### src/rtl/arm_ctrl_pkg.sv
// Shared definitions for the ARM control sequencer: state encoding, condition codes,
// instruction classes and memory word-select values.
package arm_ctrl_pkg;

  typedef enum logic [3:0] {
    IDLE       = 4'd0,
    FETCH_ADDR = 4'd1,
    FETCH_WAIT = 4'd2,
    FETCH_LOAD = 4'd3,
    DECODE     = 4'd4,
    EXEC_DP    = 4'd5,
    MEM_ADDR   = 4'd6,
    MDR_LOAD   = 4'd7,
    MEM_WAIT   = 4'd8,
    MEM_WB     = 4'd9,
    BRANCH     = 4'd10,
    PC_INC     = 4'd11,
    FAULT      = 4'd12
  } ctrlState_t;

  localparam logic [3:0] COND_EQ = 4'b0000;
  localparam logic [3:0] COND_NE = 4'b0001;
  localparam logic [3:0] COND_CS = 4'b0010;
  localparam logic [3:0] COND_CC = 4'b0011;
  localparam logic [3:0] COND_MI = 4'b0100;
  localparam logic [3:0] COND_PL = 4'b0101;
  localparam logic [3:0] COND_VS = 4'b0110;
  localparam logic [3:0] COND_VC = 4'b0111;
  localparam logic [3:0] COND_HI = 4'b1000;
  localparam logic [3:0] COND_LS = 4'b1001;
  localparam logic [3:0] COND_GE = 4'b1010;
  localparam logic [3:0] COND_LT = 4'b1011;
  localparam logic [3:0] COND_GT = 4'b1100;
  localparam logic [3:0] COND_LE = 4'b1101;
  localparam logic [3:0] COND_AL = 4'b1110;
  localparam logic [3:0] COND_NV = 4'b1111;

  localparam logic [1:0] CLASS_DP = 2'b00;
  localparam logic [1:0] CLASS_LS = 2'b01;
  localparam logic [1:0] CLASS_BR = 2'b10;

  localparam logic [1:0] WSEL_BYTE = 2'b00;
  localparam logic [1:0] WSEL_WORD = 2'b10;

endpackage

### src/rtl/cond_check.sv
// ARM condition-field evaluator against the {N,Z,C,V} status flags.
module cond_check
  import arm_ctrl_pkg::*;
(
  input  logic [3:0] cond,
  input  logic [3:0] flags,
  output logic       pass
);

  logic n, z, c, v;
  assign {n, z, c, v} = flags;

  always_comb begin
    pass = 1'b0;
    case (cond)
      COND_EQ: pass = z;
      COND_NE: pass = ~z;
      COND_CS: pass = c;
      COND_CC: pass = ~c;
      COND_MI: pass = n;
      COND_PL: pass = ~n;
      COND_VS: pass = v;
      COND_VC: pass = ~v;
      COND_HI: pass = c & ~z;
      COND_LS: pass = ~c | z;
      COND_GE: pass = (n == v);
      COND_LT: pass = (n != v);
      COND_GT: pass = ~z & (n == v);
      COND_LE: pass = z | (n != v);
      COND_AL: pass = 1'b1;
      default: pass = 1'b0;
    endcase
  end

endmodule

### src/rtl/control_unit.sv
// Multi-cycle fetch/decode/execute sequencer driving the ARM datapath enables,
// with a memory-wait watchdog, sticky fault state and retired-instruction counter.
module control_unit
  import arm_ctrl_pkg::*;
#(
  parameter int MFC_TIMEOUT = 16
) (
  input  logic        Clk,
  input  logic        Clr,
  input  logic [31:0] ir,
  input  logic [3:0]  flags,
  input  logic        mfc,
  output logic        mar_en,
  output logic        mar_src,
  output logic        ram_en,
  output logic        ram_rw,
  output logic [1:0]  word_sel,
  output logic        ir_en,
  output logic        mdr_en,
  output logic        mdr_sel,
  output logic        reg_en,
  output logic        flag_en,
  output logic        pc_inc,
  output logic        pc_load,
  output logic        fault,
  output logic [31:0] instr_count,
  output logic [3:0]  state
);

  localparam int CntW = $clog2(MFC_TIMEOUT);

  ctrlState_t       stateQ, nextState;
  logic [CntW-1:0]  waitCnt;
  logic [31:0]      instrCount;
  logic             condPass;
  logic             inWait;
  logic             timeout;
  logic             unusedIrBits;

  assign unusedIrBits = ^{ir[25:23], ir[21], ir[19:0]};

  cond_check uCondCheck (
    .cond  (ir[31:28]),
    .flags (flags),
    .pass  (condPass)
  );

  assign inWait  = (stateQ == FETCH_WAIT) || (stateQ == MEM_WAIT);
  assign timeout = (waitCnt == CntW'(MFC_TIMEOUT - 1));

  // State register, watchdog and retirement counter
  always_ff @(posedge Clk) begin
    if (!Clr) begin
      stateQ     <= IDLE;
      waitCnt    <= '0;
      instrCount <= '0;
    end else begin
      stateQ <= nextState;
      // Wait states are never entered back-to-back, so clearing outside them
      // guarantees a zero count on every entry.
      if (!inWait)
        waitCnt <= '0;
      else if (!mfc)
        waitCnt <= waitCnt + CntW'(1);
      if ((stateQ == PC_INC) || (stateQ == BRANCH))
        instrCount <= instrCount + 32'd1;
    end
  end

  // Next-state and Moore output decode
  always_comb begin
    nextState = stateQ;
    mar_en    = 1'b0;
    mar_src   = 1'b0;
    ram_en    = 1'b0;
    ram_rw    = 1'b0;
    word_sel  = 2'b00;
    ir_en     = 1'b0;
    mdr_en    = 1'b0;
    mdr_sel   = 1'b0;
    reg_en    = 1'b0;
    flag_en   = 1'b0;
    pc_inc    = 1'b0;
    pc_load   = 1'b0;
    fault     = 1'b0;
    case (stateQ)
      IDLE: nextState = FETCH_ADDR;
      FETCH_ADDR: begin
        mar_en    = 1'b1;
        nextState = FETCH_WAIT;
      end
      FETCH_WAIT: begin
        ram_en   = 1'b1;
        word_sel = WSEL_WORD;
        if (mfc)          nextState = FETCH_LOAD;
        else if (timeout) nextState = FAULT;
      end
      FETCH_LOAD: begin
        ir_en     = 1'b1;
        mdr_sel   = 1'b1;
        nextState = DECODE;
      end
      DECODE: begin
        if (!condPass)                 nextState = PC_INC;
        else if (ir[27:26] == CLASS_DP) nextState = EXEC_DP;
        else if (ir[27:26] == CLASS_LS) nextState = MEM_ADDR;
        else if (ir[27:26] == CLASS_BR) nextState = BRANCH;
        else                            nextState = PC_INC;
      end
      EXEC_DP: begin
        reg_en    = 1'b1;
        flag_en   = ir[20];
        nextState = PC_INC;
      end
      MEM_ADDR: begin
        mar_en    = 1'b1;
        mar_src   = 1'b1;
        nextState = ir[20] ? MEM_WAIT : MDR_LOAD;
      end
      MDR_LOAD: begin
        mdr_en    = 1'b1;
        nextState = MEM_WAIT;
      end
      MEM_WAIT: begin
        ram_en   = 1'b1;
        ram_rw   = ~ir[20];
        word_sel = ir[22] ? WSEL_BYTE : WSEL_WORD;
        if (mfc)          nextState = ir[20] ? MEM_WB : PC_INC;
        else if (timeout) nextState = FAULT;
      end
      MEM_WB: begin
        mdr_en    = 1'b1;
        mdr_sel   = 1'b1;
        reg_en    = 1'b1;
        nextState = PC_INC;
      end
      BRANCH: begin
        pc_load   = 1'b1;
        nextState = FETCH_ADDR;
      end
      PC_INC: begin
        pc_inc    = 1'b1;
        nextState = FETCH_ADDR;
      end
      FAULT: fault = 1'b1;
      default: nextState = IDLE;
    endcase
  end

  assign instr_count = instrCount;
  assign state       = stateQ;

endmodule

### config.mk
export PLATFORM = sky130hd
export DESIGN_NAME = control_unit
export DESIGN_NICKNAME = d
export VERILOG_FILES = /design/src/rtl/arm_ctrl_pkg.sv /design/src/rtl/cond_check.sv /design/src/rtl/control_unit.sv
export SDC_FILE = /design/constraint.sdc
export NUM_CORES = 1
export LEC_CHECK = 0
export BUFFER_PORTS_ARGS = -buffer_cell sky130_fd_sc_hd__buf_4
export CAP_MARGIN = 20
export CORE_AREA = 4 4 75 77
export DETAILED_ROUTE_END_ITERATION = 10
export DIE_AREA = 0 0 79 81
export GPL_TIMING_DRIVEN = 0
export HOLD_SLACK_MARGIN = 0.12
export PLACE_DENSITY = 0.79
export SLEW_MARGIN = 20
export SYNTH_ARGS = -nofsm -noshare
export SYNTH_HDL_FRONTEND = slang
export SYNTH_HIERARCHICAL = 1
export SYNTH_SLANG_ARGS = --single-unit
### constraint.sdc
create_clock -name Clk -period 2.6 [get_ports Clk]
set_input_delay 0.52 -clock Clk [delete_from_list [all_inputs] [get_ports Clk]]
set_output_delay 0.52 -clock Clk [all_outputs]
set_load 0.005 [all_outputs]
== Word-level counts from Yosys, hierarchy flattened ==
Index checks and enable logic that the tools add are counted.

* $add $sub $neg: 2
* Equal/unequal tests: 31
* Muxes and demuxes: 25
* Bitwise logic cells: 9
* Reductions and logical operators: 12

{| class="wikitable"
|+ Operators by type and width
! kind !! number
|-
| equality test 4 bit, second input constant || 13
|-
| case mux 4 bit (10 select lines) || 1
|-
| adder 32 x 1 -> 32 bit, second input constant || 1
|-
| equality test 4 x 3 -> 1 bit, second input constant || 8
|-
| two-way mux 4 bit || 7
|-
| equality test 4 x 2 -> 1 bit, second input constant || 4
|-
| case mux 1 bit (15 select lines) || 1
|-
| two-way mux 1 bit || 13
|-
| OR reduction 2 bit || 5
|-
| equality test 4 x 1 -> 1 bit, second input constant || 2
|-
| zero test 4 bit || 2
|-
| inverter 1 bit || 5
|-
| adder 4 x 1 -> 4 bit, second input constant || 1
|-
| two-way mux 2 bit || 2
|-
| case mux 2 bit (2 select lines) || 1
|-
| OR reduction 3 bit || 1
|-
| bitwise AND 1 bit || 2
|-
| equality test 2 x 1 -> 1 bit, second input constant || 1
|-
| equality test 2 bit, second input constant || 1
|-
| zero test 2 bit || 1
|-
| logical OR 1 bit || 2
|-
| OR 1 bit || 2
|-
| AND reduction 2 bit || 1
|-
| equality test 1 bit || 1
|-
| != test 1 bit || 1
|}

* Register bits: 40
* Input bits: 39
* Output and inout bits: 50
* Word-level logic and storage cells: 82

== Longest topological paths before layout ==
Gate-level depths: netlist of the first run.

* Depth in word-level cells: 6
* Depth in mapped cells: 9
* Gate-level depth less buffers: 8

== Cells and area by module ==
Netlist of the first run, hierarchy kept.

{| class="wikitable"
|+ Modules (own cells, without submodules)
! module !! times used !! cells each !! area an instance (µm²) !! seq. area each (µm²)
|-
| control_unit || 1 || 276 || 2220.9 || 800.8
|-
| cond_check || 1 || 28 || 193.9 || 0.0
|}

== Worst setup path after synthesis of the first run ==
Ideal clock, no wire load.

* Kind: input -> register
* From: in ir[31]
* To: reg stateQ[2] (netlist: state[2])
* Arrival time: 1971 ps
* Setup slack: 559 ps
* Stages: 9
* Path through: buf_2 or2b_1 o31ai_1 a211o_1 a211o_1 o21ai_0 a2111oi_0 a21oi_1 a21oi_1

* Cells in the longest elaborated chain, start to end: 4
* Elaborated cells on any way between the ends: 18
* Those cells by class: 14 x eq/ne; 3 x mux; 1 x reduce/logical

{| class="wikitable"
|+ Ends and longest elaborated chain
! what !! line !! RTL
|-
| start, declared || control_unit.sv:10 || <nowiki>input logic [31:0] ir,</nowiki>
|-
| equality test 4 bit, or another cell as far along || cond_check.sv:15 || <nowiki>case (cond)</nowiki>
|-
| case mux 1 bit (15 select lines) * || cond_check.sv:15 ||
|-
| named net condPass || control_unit.sv:35 || <nowiki>logic condPass;</nowiki>
|-
| two-way mux 4 bit * || control_unit.sv:104 || <nowiki>if (!condPass) nextState = PC_INC;</nowiki>
|-
| case mux 4 bit (10 select lines) * || control_unit.sv:86 || <nowiki>case (stateQ)</nowiki>
|-
| end signal, assigned || control_unit.sv:58 || <nowiki>stateQ <= nextState;</nowiki>
|-
| end, declared || control_unit.sv:32 || <nowiki>ctrlState_t stateQ, nextState;</nowiki>
|}

The timed path passes the listed nets; every way through them passes the cells marked *.
A chain may end at the register's enable or synchronous reset.

== Final worst setup path of the first run ==
* From: reg stateQ[1] (netlist: state[1])
* To: out mdr_en

* Cells in the longest elaborated chain, start to end: 3
* Elaborated cells on any way between the ends: 4
* Those cells by class: 2 x eq/ne; 1 x mux; 1 x reduce/logical

{| class="wikitable"
|+ Ends and longest elaborated chain
! what !! line !! RTL
|-
| equality test 4 bit / equality test 4 x 3 -> 1 bit (equally long branches) || control_unit.sv:86 ||
|-
| OR reduction 2 bit (no source line) * || - ||
|-
| two-way mux 1 bit * || control_unit.sv:86 ||
|-
| end, declared || control_unit.sv:19 || <nowiki>output logic mdr_en,</nowiki>
|}

Every way passes the cells marked *; elsewhere a longest branch is shown, timed or not.

==> results of run 1 <==
==> cells by family (layout without fill, tap and decap cells) <==
family / after synthesis / in the layout
and+or+nand+nor: 131 / 131
AOI/OAI and AO/OA: 77 / 77
DFF: 40 / 40
buffers and inverters: 32 / 100
xor gates and xnor gates: 16 / 16
adders and majority gates: 4 / 4
muxes: 3 / 3
other: 1 / 1
==> cells in the mapped netlist (6+ instances only) <==
cell type / number
o31ai_1: 17
a21oi_1: 31
clkbuf_1: 17
xnor2_1: 6
nand2_1: 19
o21ai_0: 10
nand2b_1: 9
nand3_1: 15
inv_1: 10
or3_1: 6
nor2_1: 23
or4_1: 15
dfxtp_1: 40
nand4_1: 6
xor2_1: 9
==> how the worst max path moves through the flow <==
stage / start / to / slack [ns] / depth (start not counted)
after floorplan: ir[31] / state[2] / 0.56 / 9
after global placement: ir[30] / state[3] / 0.31 / 9
after detailed placement: ir[31] / state[2] / 0.31 / 9
after CTS: state[1] / mdr_en / 0.27 / 7
after global routing: state[1] / mdr_en / 0.08 / 7
final: state[1] / mdr_en / 0.27 / 7
==> worst max-delay path, delay by kind of cell, from the launching register on <==
family / cells / cell delay, ns
AND/OR/NAND/NOR: 3 / 0.47
buffers and inverters: 3 / 0.64
flip-flops: 1 / 0.33
AO/OA/AOI/OAI: 1 / 0.08
==> metrics by stage <==
step                      power [W]  hold slack (ns)
after floorplan            0.000925            0.467
after global placement      0.00107            0.482
after detailed placement    0.00108            0.489
after CTS                   0.00150            0.499
after global routing        0.00157            0.517
final                       0.00149            0.497
==> per-layer routing <==
layer / part of all wire, % / up-vias / wire length, µm / GRT usage [%]
met5: 0 / - / 0 / 0
met4: 0.97 / 0 / 59 / 6.19
met3: 6.1 / 8 / 372 / 4.99
met2: 48 / 74 / 2940 / 32.7
met1: 44 / 1157 / 2700 / 25.1
li1: - / 1256 / - / -
==> report_power, final <==
part	internal [W]	total (W)	switching, W
sequential	0.000631	0.000645	0.0000140
combinational	0.000187	0.000419	0.000232
clock	0.000217	0.000424	0.000208
total	0.00103	0.00149	0.000453
==> final cells by class <==
| class | instances | area share, % |
|---|---|---|
| multi-input combinational | 232 | 48.6 |
| clock buffer | 8 | 2.96 |
| tap | 70 | 2.88 |
| buffer | 22 | 3.21 |
| sequential | 40 | 26.3 |
| timing repair buffer | 60 | 14.8 |
| inverter | 10 | 1.23 |
==> registers in the layout, indices dropped and copies added (netlist names) <==
name,count
instr_count,32
state,4
waitCnt,4
==> key figures, run 1 <==
Layout
  • Cell area after layout: 3040 µm²
  • Seq. cell area: 801 µm²
  • Area delta synth->final: 26.0%
  • Layout net count: 414
  • Final Non-Filler Cells: 442
  • # fillers: 466
  • Most frequent cells in the layout: 61 x buf_4, 40 x dfxtp_1, 31 x a21oi_1
  • Share of layout cells above drive strength 1: 20.4%
  • Diode count: 0
  • Commonest non-fill, non-tap cell in the layout: buf_4
  • Util after Layout: 60.7%
  • Area of the multi-input gates: 1480 µm²

Worst setup path
  • CP startpoint kind: flip-flop
  • Setup slack, reg-to-reg: 0.31 ns
  • Critical path's largest stage delay: 0.33 ns
  • CP Capture Type: output port
  • Crit path DAT: 1.81 ns
  • CP Class: flip-flop to output port
  • Crit path max fanout: 10
  • Max stage delay cell, worst path: dfxtp_1
  • Crit Reg-Reg Endpoint: instr_count[25]
  • Worst R2R Start: state[2]
  • Worst R2R Path Depth: 7
  • Worst Path Required: 2.08 ns
  • Critical Path, Cell by Cell: buf_2 > clkbuf_1 > nor2b_1 > nand2_1 > o21ai_0 > and2_1 > buf_4

Timing
  • Setup_tns: 0 ns
  • RSZ-0062 raised after global routing: no
  • Max Clock Freq: 0.430 GHz
  • Setup violators final: 0
  • Slew @ Worst Pin: 0.544 ns
  • Slew HR: 63.7%
  • Fin. Hold Viols: 0
  • Setup ws final: 0.272 ns
  • Period utilisation layout: 89.5%
  • Clock skew: 0.00714 ns
  • Slew Limit Fails: 0
  • Min cycle time layout: 2.33 ns

Synth
  • Register bit total from synthesis: 40
  • Post-synthesis adder-cell area fraction: 2.07%
  • Post-synth top area cell: dfxtp_1
  • Area contributors post-synth: dfxtp_1 33%, a21oi_1 6.4%, o31ai_1 5.3%
  • Multiplexer area fraction after synthesis: 1.45%
  • Sequential element share of the synthesized area: 33.2%
  • EDFF count, synth: 0
  • Synth warn: 6
  • Mapped Nets: 347
  • Netlist cell types: 51
  • Synth Area in XOR/XNOR: 6.11%
  • Synth Area per Inst: 7.94 µm²
  • Combinational family with the most area after synthesis: simple AND/OR/NAND/NOR gates
  • Post-Syn Area: 2410 µm²
  • Synth Area in Compound Gates: 19.9%
  • Asr flop ratio synth: 0%
  • Synth Flop Type: dfxtp_1
  • Mapped Cells: 304
  • Synth Area in Simple Gates: 31.5%
  • Synth top area share: 33.2%

Floorplanning
  • Die span in x: 79 µm
  • Die area: 6400 µm²
  • I/O pin total: 89
  • Row Count: 26
  • Initial Utilization: 48.2%
  • Core ar.: 5010 µm²
  • Die height: 81 µm

Detailed routing
  • Routed via count: 2,495
  • DR vias/cell: 5.64
  • First-pass iteration count of the detailed router: 5
  • Drt drc: 0
  • Routed Antenna Nets: 0
  • Drt total wl: 6070 µm
  • 1st-iter DRT viols: 175
  • Post-detailed-route wirelength per cell: 13.7 µm

Clock network
  • Cts repair resizes: 0
  • Post CTS Setup Buffer Count: 0
  • Clk sinks: 40
  • H-tree Lvls: 2
  • Clock transition at the registers of the reported paths: 0.08 ns
  • CTS max path bufs: 2
  • Clk_lat worst skew: 0.29 ns
  • # hold bufs at CTS: 0
  • Root buf cell: clkbuf_8
  • CTS Buf Count: 5
  • CTS tree: done

Placed design
  • Detailed placement HPWL: 4430 µm
  • Final RePlAce weighted congestion: 0.828
  • Pre-CTS setup slack: 0.309 ns
  • Placed Cells: 434
  • Placed cell areas: 2950 µm²
  • I/O Buffers: 60

GRT
  • Vias in the first global route: 2,291
  • Largest net degree at the start of global routing: 12
  • First-pass GRT wire length: 10,200 µm
  • GRT Residual Overflow: 0
  • Total GRT Usage: 19.6%
  • Antenna violations before repair: 0

Power and ir drop
  • Pwr Density: 489 nW/µm²
  • Leakage power: 1.18 nW
  • VDD IR max: 367 µV

Min path
  • Hold WC Path Type: flip-flop to flip-flop
  • Worst Hold Endpoint: instr_count[30]
  • HP Start: instr_count[30]
  • Worst hold path depth: 2

Run
  • Max-cap viol count: 0

Run status
  • Outcome: finished clean
Power figures use the tool's default switching activity.
==> inputs of run 2 (changes only) <==
--- a/config.mk
+++ b/config.mk
@@ -7,14 +7,13 @@
 export LEC_CHECK = 0
 export BUFFER_PORTS_ARGS = -buffer_cell sky130_fd_sc_hd__buf_4
 export CAP_MARGIN = 20
-export CORE_AREA = 4 4 75 77
+export CORE_AREA = 4 4 74 76
 export DETAILED_ROUTE_END_ITERATION = 10
-export DIE_AREA = 0 0 79 81
+export DIE_AREA = 0 0 78 80
 export GPL_TIMING_DRIVEN = 0
 export HOLD_SLACK_MARGIN = 0.12
-export PLACE_DENSITY = 0.79
+export PLACE_DENSITY = 0.78
 export SLEW_MARGIN = 20
 export SYNTH_ARGS = -nofsm -noshare
 export SYNTH_HDL_FRONTEND = slang
-export SYNTH_HIERARCHICAL = 1
 export SYNTH_SLANG_ARGS = --single-unit
==> run 2 against run 1 <==
  * Utilization up 1.5 points
  * Global-route usage down 1.7 points
  * Worst hold slack worse by 0.0064 ns
  * Synthesized cell count down 3.6%
  * Largest cell class unchanged
  * Total power up 3.9%
  * Clock skew down 0.0042 ns
  * Critical path depth down 1
  * Non-clock buffer count down 7
  * Via count down 8.1%
  * Combinational power up 9.1%
==> key figures, run 2 <==
Placed design
  • Detailed placement HPWL: 4150 µm
  • Final RePlAce weighted congestion: 0.907
  • Placed cell areas: 2850 µm²
  • I/O Buffers: 62
  • Pre-CTS setup slack: 0.483 ns

Synth
  • Area contributors post-synth: dfxtp_1 35%, nor2_1 5.7%, o21ai_0 5.0%
  • Post-Syn Area: 2300 µm²
  • Synth warn: 0
  • Mapped Nets: 336
  • Post-synth top area cell: dfxtp_1
  • Synth Flop Type: dfxtp_1
  • Synth top area share: 34.8%
  • Mapped Cells: 293
  • Netlist cell types: 46
  • Sequential element share of the synthesized area: 34.8%
  • Synth Area per Inst: 7.85 µm²
  • Post-synth top cells: 40 x dfxtp_1, 35 x nor2_1, 23 x o21ai_0
  • Asr flop ratio synth: 0%
  • EDFF count, synth: 0
  • Register bit total from synthesis: 40
  • Top-count cell post-synth: dfxtp_1

Min path
  • Worst Hold Endpoint: instr_count[31]
  • Worst hold path depth: 2
  • HP Start: instr_count[31]
  • Hold WC Path Type: flip-flop to flip-flop

Detailed routing
  • 1st-iter DRT viols: 99
  • Drt total wl: 5460 µm
  • First-pass iteration count of the detailed router: 4
  • Routed via count: 2,292
  • Drt drc: 0
  • Post-detailed-route wirelength per cell: 12.7 µm
  • Routed Antenna Nets: 0
  • DR vias/cell: 5.33

Clock network
  • Clk sinks: 40
  • Cts repair resizes: 0
  • Root buf cell: clkbuf_8
  • Clock transition at the registers of the reported paths: 0.07 ns
  • CTS Buf Count: 5
  • H-tree Lvls: 2
  • Post CTS Setup Buffer Count: 0
  • Clk_lat worst skew: 0.29 ns
  • CTS tree: done
  • # hold bufs at CTS: 0
  • CTS max path bufs: 2

Layout
  • Area delta synth->final: 27.8%
  • Diode count: 0
  • Commonest non-fill, non-tap cell in the layout: buf_4
  • Util after Layout: 62.2%
  • Layout net count: 405
  • Cell area after layout: 2940 µm²
  • Share of layout cells above drive strength 1: 20.9%
  • Max reg flops: 32
  • Most frequent cells in the layout: 64 x buf_4, 40 x dfxtp_1, 35 x nor2_1
  • # fillers: 434

Floorplanning
  • Initial Utilization: 48.7%
  • I/O pin total: 89
  • Die height: 80 µm
  • Die span in x: 78 µm
  • Die area: 6240 µm²
  • Core ar.: 4720 µm²
  • Row Count: 25

Power and ir drop
  • Pwr Density: 526 nW/µm²
  • Design Power: 0.00155 W
  • VDD IR max: 365 µV
  • Leakage power: 1.18 nW

Worst setup path
  • Crit path DAT: 1.83 ns
  • Worst R2R Path Depth: 7
  • CP Capture Type: output port
  • CP Class: flip-flop to output port
  • Worst R2R Start: state[1]
  • Setup slack, reg-to-reg: 0.48 ns
  • Crit path max fanout: 10
  • Crit Reg-Reg Endpoint: instr_count[30]
  • CP startpoint kind: flip-flop
  • Worst Path Required: 2.08 ns

Timing
  • Slew Limit Fails: 0
  • Clock skew: 0.00291 ns
  • Setup ws final: 0.255 ns
  • Setup_tns: 0 ns
  • Setup violators final: 0
  • Slew @ Worst Pin: 0.512 ns
  • RSZ-0062 raised after global routing: no
  • Min cycle time layout: 2.35 ns
  • Period utilisation layout: 90.2%
  • Fin. Hold Viols: 0
  • Max Clock Freq: 0.426 GHz
  • Slew HR: 65.9%

Run status
  • Outcome: finished clean

GRT
  • Antenna violations before repair: 0
  • Total GRT Usage: 17.9%
  • Largest net degree at the start of global routing: 12
  • Vias in the first global route: 2,042
  • GRT Residual Overflow: 0
  • First-pass GRT wire length: 9160 µm

Run
  • Max-cap viol count: 0
[run 2: changes by cell type in the layout (fill, tap and decap cells not counted), sizes merged, moves of 6 or more]
cell    delta
xnor2      +6
or3        +6
o21ai     +13
nor3       +7
nor2      +12
or4       -13
o31ai     -16
a21oi      -9
clkbuf     -8
[run 2: cell type report]
class	instances	area, µm²	area share [%]
plain buffers	13	58.8	2.00
clock buffers	8	90.1	3.07
inverters	12	45.0	1.53
multi-input cells	228	1400	47.5
flip-flops and latches	40	801	27.2
well taps	67	83.8	2.85
repair buffers	62	465	15.8
[run 2: cells by family after synthesis]
kind of cell | after synthesis | share of synthesized area [%]
other cells | 1 | 0.163
buf+inv | 25 | 4.52
mux | 4 | 1.74
flops | 40 | 34.8
fa+ha+maj | 4 | 2.18
xor+xnor | 24 | 9.14
simple gates | 136 | 32.5
compound gates | 59 | 15.0
[run 2: critical path, cell delays in order, from the launching register on]
cell	delay [ns]
dfxtp_1	0.39
clkbuf_1	0.36
clkbuf_1	0.36
nor2_1	0.09
a21oi_1	0.13
nor2_1	0.06
buf_4	0.15
[run 2: power breakdown]
group,switching [W],internal [W]
registers,0.0000394,0.000638
clock network,0.000197,0.000216
logic,0.000245,0.000212
[run 2: worst max-delay path by stage]
stage                                 end  cells after the start      from
after CTS                          mar_en                      6  state[0]
after floorplan           instr_count[23]                      7  state[1]
after global placement    instr_count[21]                      7  state[1]
after detailed placement  instr_count[28]                      7  state[1]
final                              mar_en                      6  state[0]
after global routing               mar_en                      6  state[0]
[run 2: per-stage QoR]
| stage | cells | hold WS, ns |
|---|---|---|
| after floorplan | 293 | 0.474 |
| after global placement | 422 | 0.466 |
| after detailed placement | 422 | 0.482 |
| after CTS | 430 | 0.492 |
| after global routing | 430 | 0.513 |
| final | 430 | 0.491 |
[run 2: per-layer routing]
layer | up-vias | GRT usage (%) | wire length (µm)
li1 | 1178 | - | -
met2 | 72 | 30.7 | 2560
met1 | 1036 | 22.4 | 2450
met5 | - | 0 | 0
met3 | 6 | 4.40 | 379
met4 | 0 | 5.24 | 66
==> inputs of run 3 (changes only) <==
--- a/config.mk
+++ b/config.mk
@@ -7,9 +7,9 @@
 export LEC_CHECK = 0
 export BUFFER_PORTS_ARGS = -buffer_cell sky130_fd_sc_hd__buf_4
 export CAP_MARGIN = 20
-export CORE_AREA = 4 4 74 76
+export CORE_AREA = 2 2 72 74
 export DETAILED_ROUTE_END_ITERATION = 10
-export DIE_AREA = 0 0 78 80
+export DIE_AREA = 0 0 74 76
 export GPL_TIMING_DRIVEN = 0
 export HOLD_SLACK_MARGIN = 0.12
 export PLACE_DENSITY = 0.78
==> run 3 against run 2 <==
  * Utilization fell by 2.3 points
  * Non-clock buffer count is the same
  * Combinational power about the same
  * Register-to-register slack better by 0.02 ns
  * Via count up 1.0%
  * Setup slack gained 0.0094 ns
  * Clock power barely moved
  * Design area grew 0.13%
  * Wire length shrank 3.5%
  * First-iteration DRC count grew 19%
  * Worst hold slack lost 0.0013 ns
  * Largest cell class unchanged
==> key figures, run 3 (synthesis results as in run 2) <==
Run status
  • Outcome: finished clean

Power and ir drop
  • Design Power: 0.00155 W
  • Pwr Density: 525 nW/µm²
  • Leakage power: 1.18 nW
  • VDD IR max: 350 µV

Timing
  • RSZ-0062 raised after global routing: no
  • Max Clock Freq: 0.428 GHz
  • Slew Limit Fails: 0
  • Setup violators final: 0
  • Fin. Hold Viols: 0
  • Slew @ Worst Pin: 0.520 ns
  • Slew HR: 65.3%
  • Period utilisation layout: 89.8%
  • Clock skew: 0.00343 ns
  • Setup_tns: 0 ns
  • Hold_ws: 0.490 ns
  • Min cycle time layout: 2.34 ns

Clock network
  • CTS Buf Count: 5
  • Cts repair resizes: 0
  • CTS max path bufs: 2
  • # hold bufs at CTS: 0
  • Root buf cell: clkbuf_8
  • Clk sinks: 40
  • Clk_lat worst skew: 0.29 ns
  • Post CTS Setup Buffer Count: 0
  • CTS tree: done
  • Clock transition at the registers of the reported paths: 0.07 ns
  • H-tree Lvls: 2

Layout
  • Layout net count: 405
  • Most frequent cells in the layout: 64 x buf_4, 40 x dfxtp_1, 35 x nor2_1
  • Area delta synth->final: 28.0%
  • Max reg flops: 32
  • Util after Layout: 59.9%
  • Diode count: 0
  • Commonest non-fill, non-tap cell in the layout: buf_4
  • Share of layout cells above drive strength 1: 20.9%

Worst setup path
  • Crit Reg-Reg Endpoint: instr_count[21]
  • Worst R2R Start: state[1]
  • CP Capture Type: output port
  • Worst Path Required: 2.08 ns
  • Worst R2R Path Depth: 7
  • Crit path DAT: 1.82 ns
  • Crit path max fanout: 10
  • Setup slack, reg-to-reg: 0.50 ns
  • CP Class: flip-flop to output port
  • CP startpoint kind: flip-flop

GRT
  • Total GRT Usage: 20.0%
  • First-pass GRT wire length: 9160 µm
  • Vias in the first global route: 2,136
  • Largest net degree at the start of global routing: 12
  • GRT Residual Overflow: 0
  • Antenna violations before repair: 0

Detailed routing
  • First-pass iteration count of the detailed router: 4
  • 1st-iter DRT viols: 118
  • Drt drc: 0
  • Routed via count: 2,316
  • Drt total wl: 5270 µm
  • DR vias/cell: 5.35
  • Routed Antenna Nets: 0
  • Post-detailed-route wirelength per cell: 12.2 µm

Floorplanning
  • Die height: 76 µm
  • Row Count: 26
  • Die span in x: 74 µm
  • Initial Utilization: 46.8%
  • I/O pin total: 89
  • Die area: 5620 µm²
  • Core ar.: 4910 µm²

Placed design
  • Final RePlAce weighted congestion: 0.895
  • I/O Buffers: 62
  • Detailed placement HPWL: 3980 µm

Min path
  • HP Start: instr_count[31]
  • Worst hold path depth: 2
  • Worst Hold Endpoint: instr_count[31]
  • Hold WC Path Type: flip-flop to flip-flop

Run
  • Max-cap viol count: 0
## run 3: cell counts in the layout (fill, tap and decap cells not counted)
No cell type changed its count.
## run 3: stage by stage
stage / area [µm²] / setup WS [ns] / std cells
global route: 2940 / 0.0908 / 433
global placement: 2850 / 0.517 / 425
finish: 2940 / 0.264 / 433
detailed placement: 2850 / 0.528 / 425
CTS: 2940 / 0.272 / 433
floorplan: 2300 / 0.724 / 293
## run 3: power by group
group          switching, W  leakage, nW  total, W  internal, W
Sequential        0.0000380        0.323  0.000676     0.000638
Clock              0.000198       0.0455  0.000414     0.000216
Combinational      0.000244        0.810  0.000455     0.000212
Total              0.000480         1.18   0.00155      0.00107
## run 3: worst max-delay path by stage
stage	cells past startpoint	end	from
after floorplan	7	instr_count[23]	state[1]
after global placement	7	instr_count[23]	state[1]
after detailed placement	7	instr_count[19]	state[1]
after CTS	4	mdr_sel	state[0]
after global routing	4	mdr_sel	state[0]
final	6	mar_en	state[0]
## run 3: layout make-up
cell class / instances / area (µm²)
fillers: 473 / 1970
multi-input cells: 228 / 1400
flip-flops and latches: 40 / 801
repair buffers: 62 / 465
clock buffers: 8 / 90.1
well taps: 70 / 87.6
plain buffers: 13 / 58.8
inverters: 12 / 45.0
## run 3: worst max-delay path, stage by stage, from the launching register on
cell	delay, ns
dfxtp_1	0.39
clkbuf_1	0.36
clkbuf_1	0.37
nor2_1	0.09
a21oi_1	0.12
nor2_1	0.05
buf_4	0.15
## run 3: layer usage
metal	part of all wire (%)	wire length [µm]	track usage, %
met1	46	2400	25.8
met2	47	2470	32.4
met3	6.1	319	4.50
met4	1.6	85	7.09
met5	0	0	0
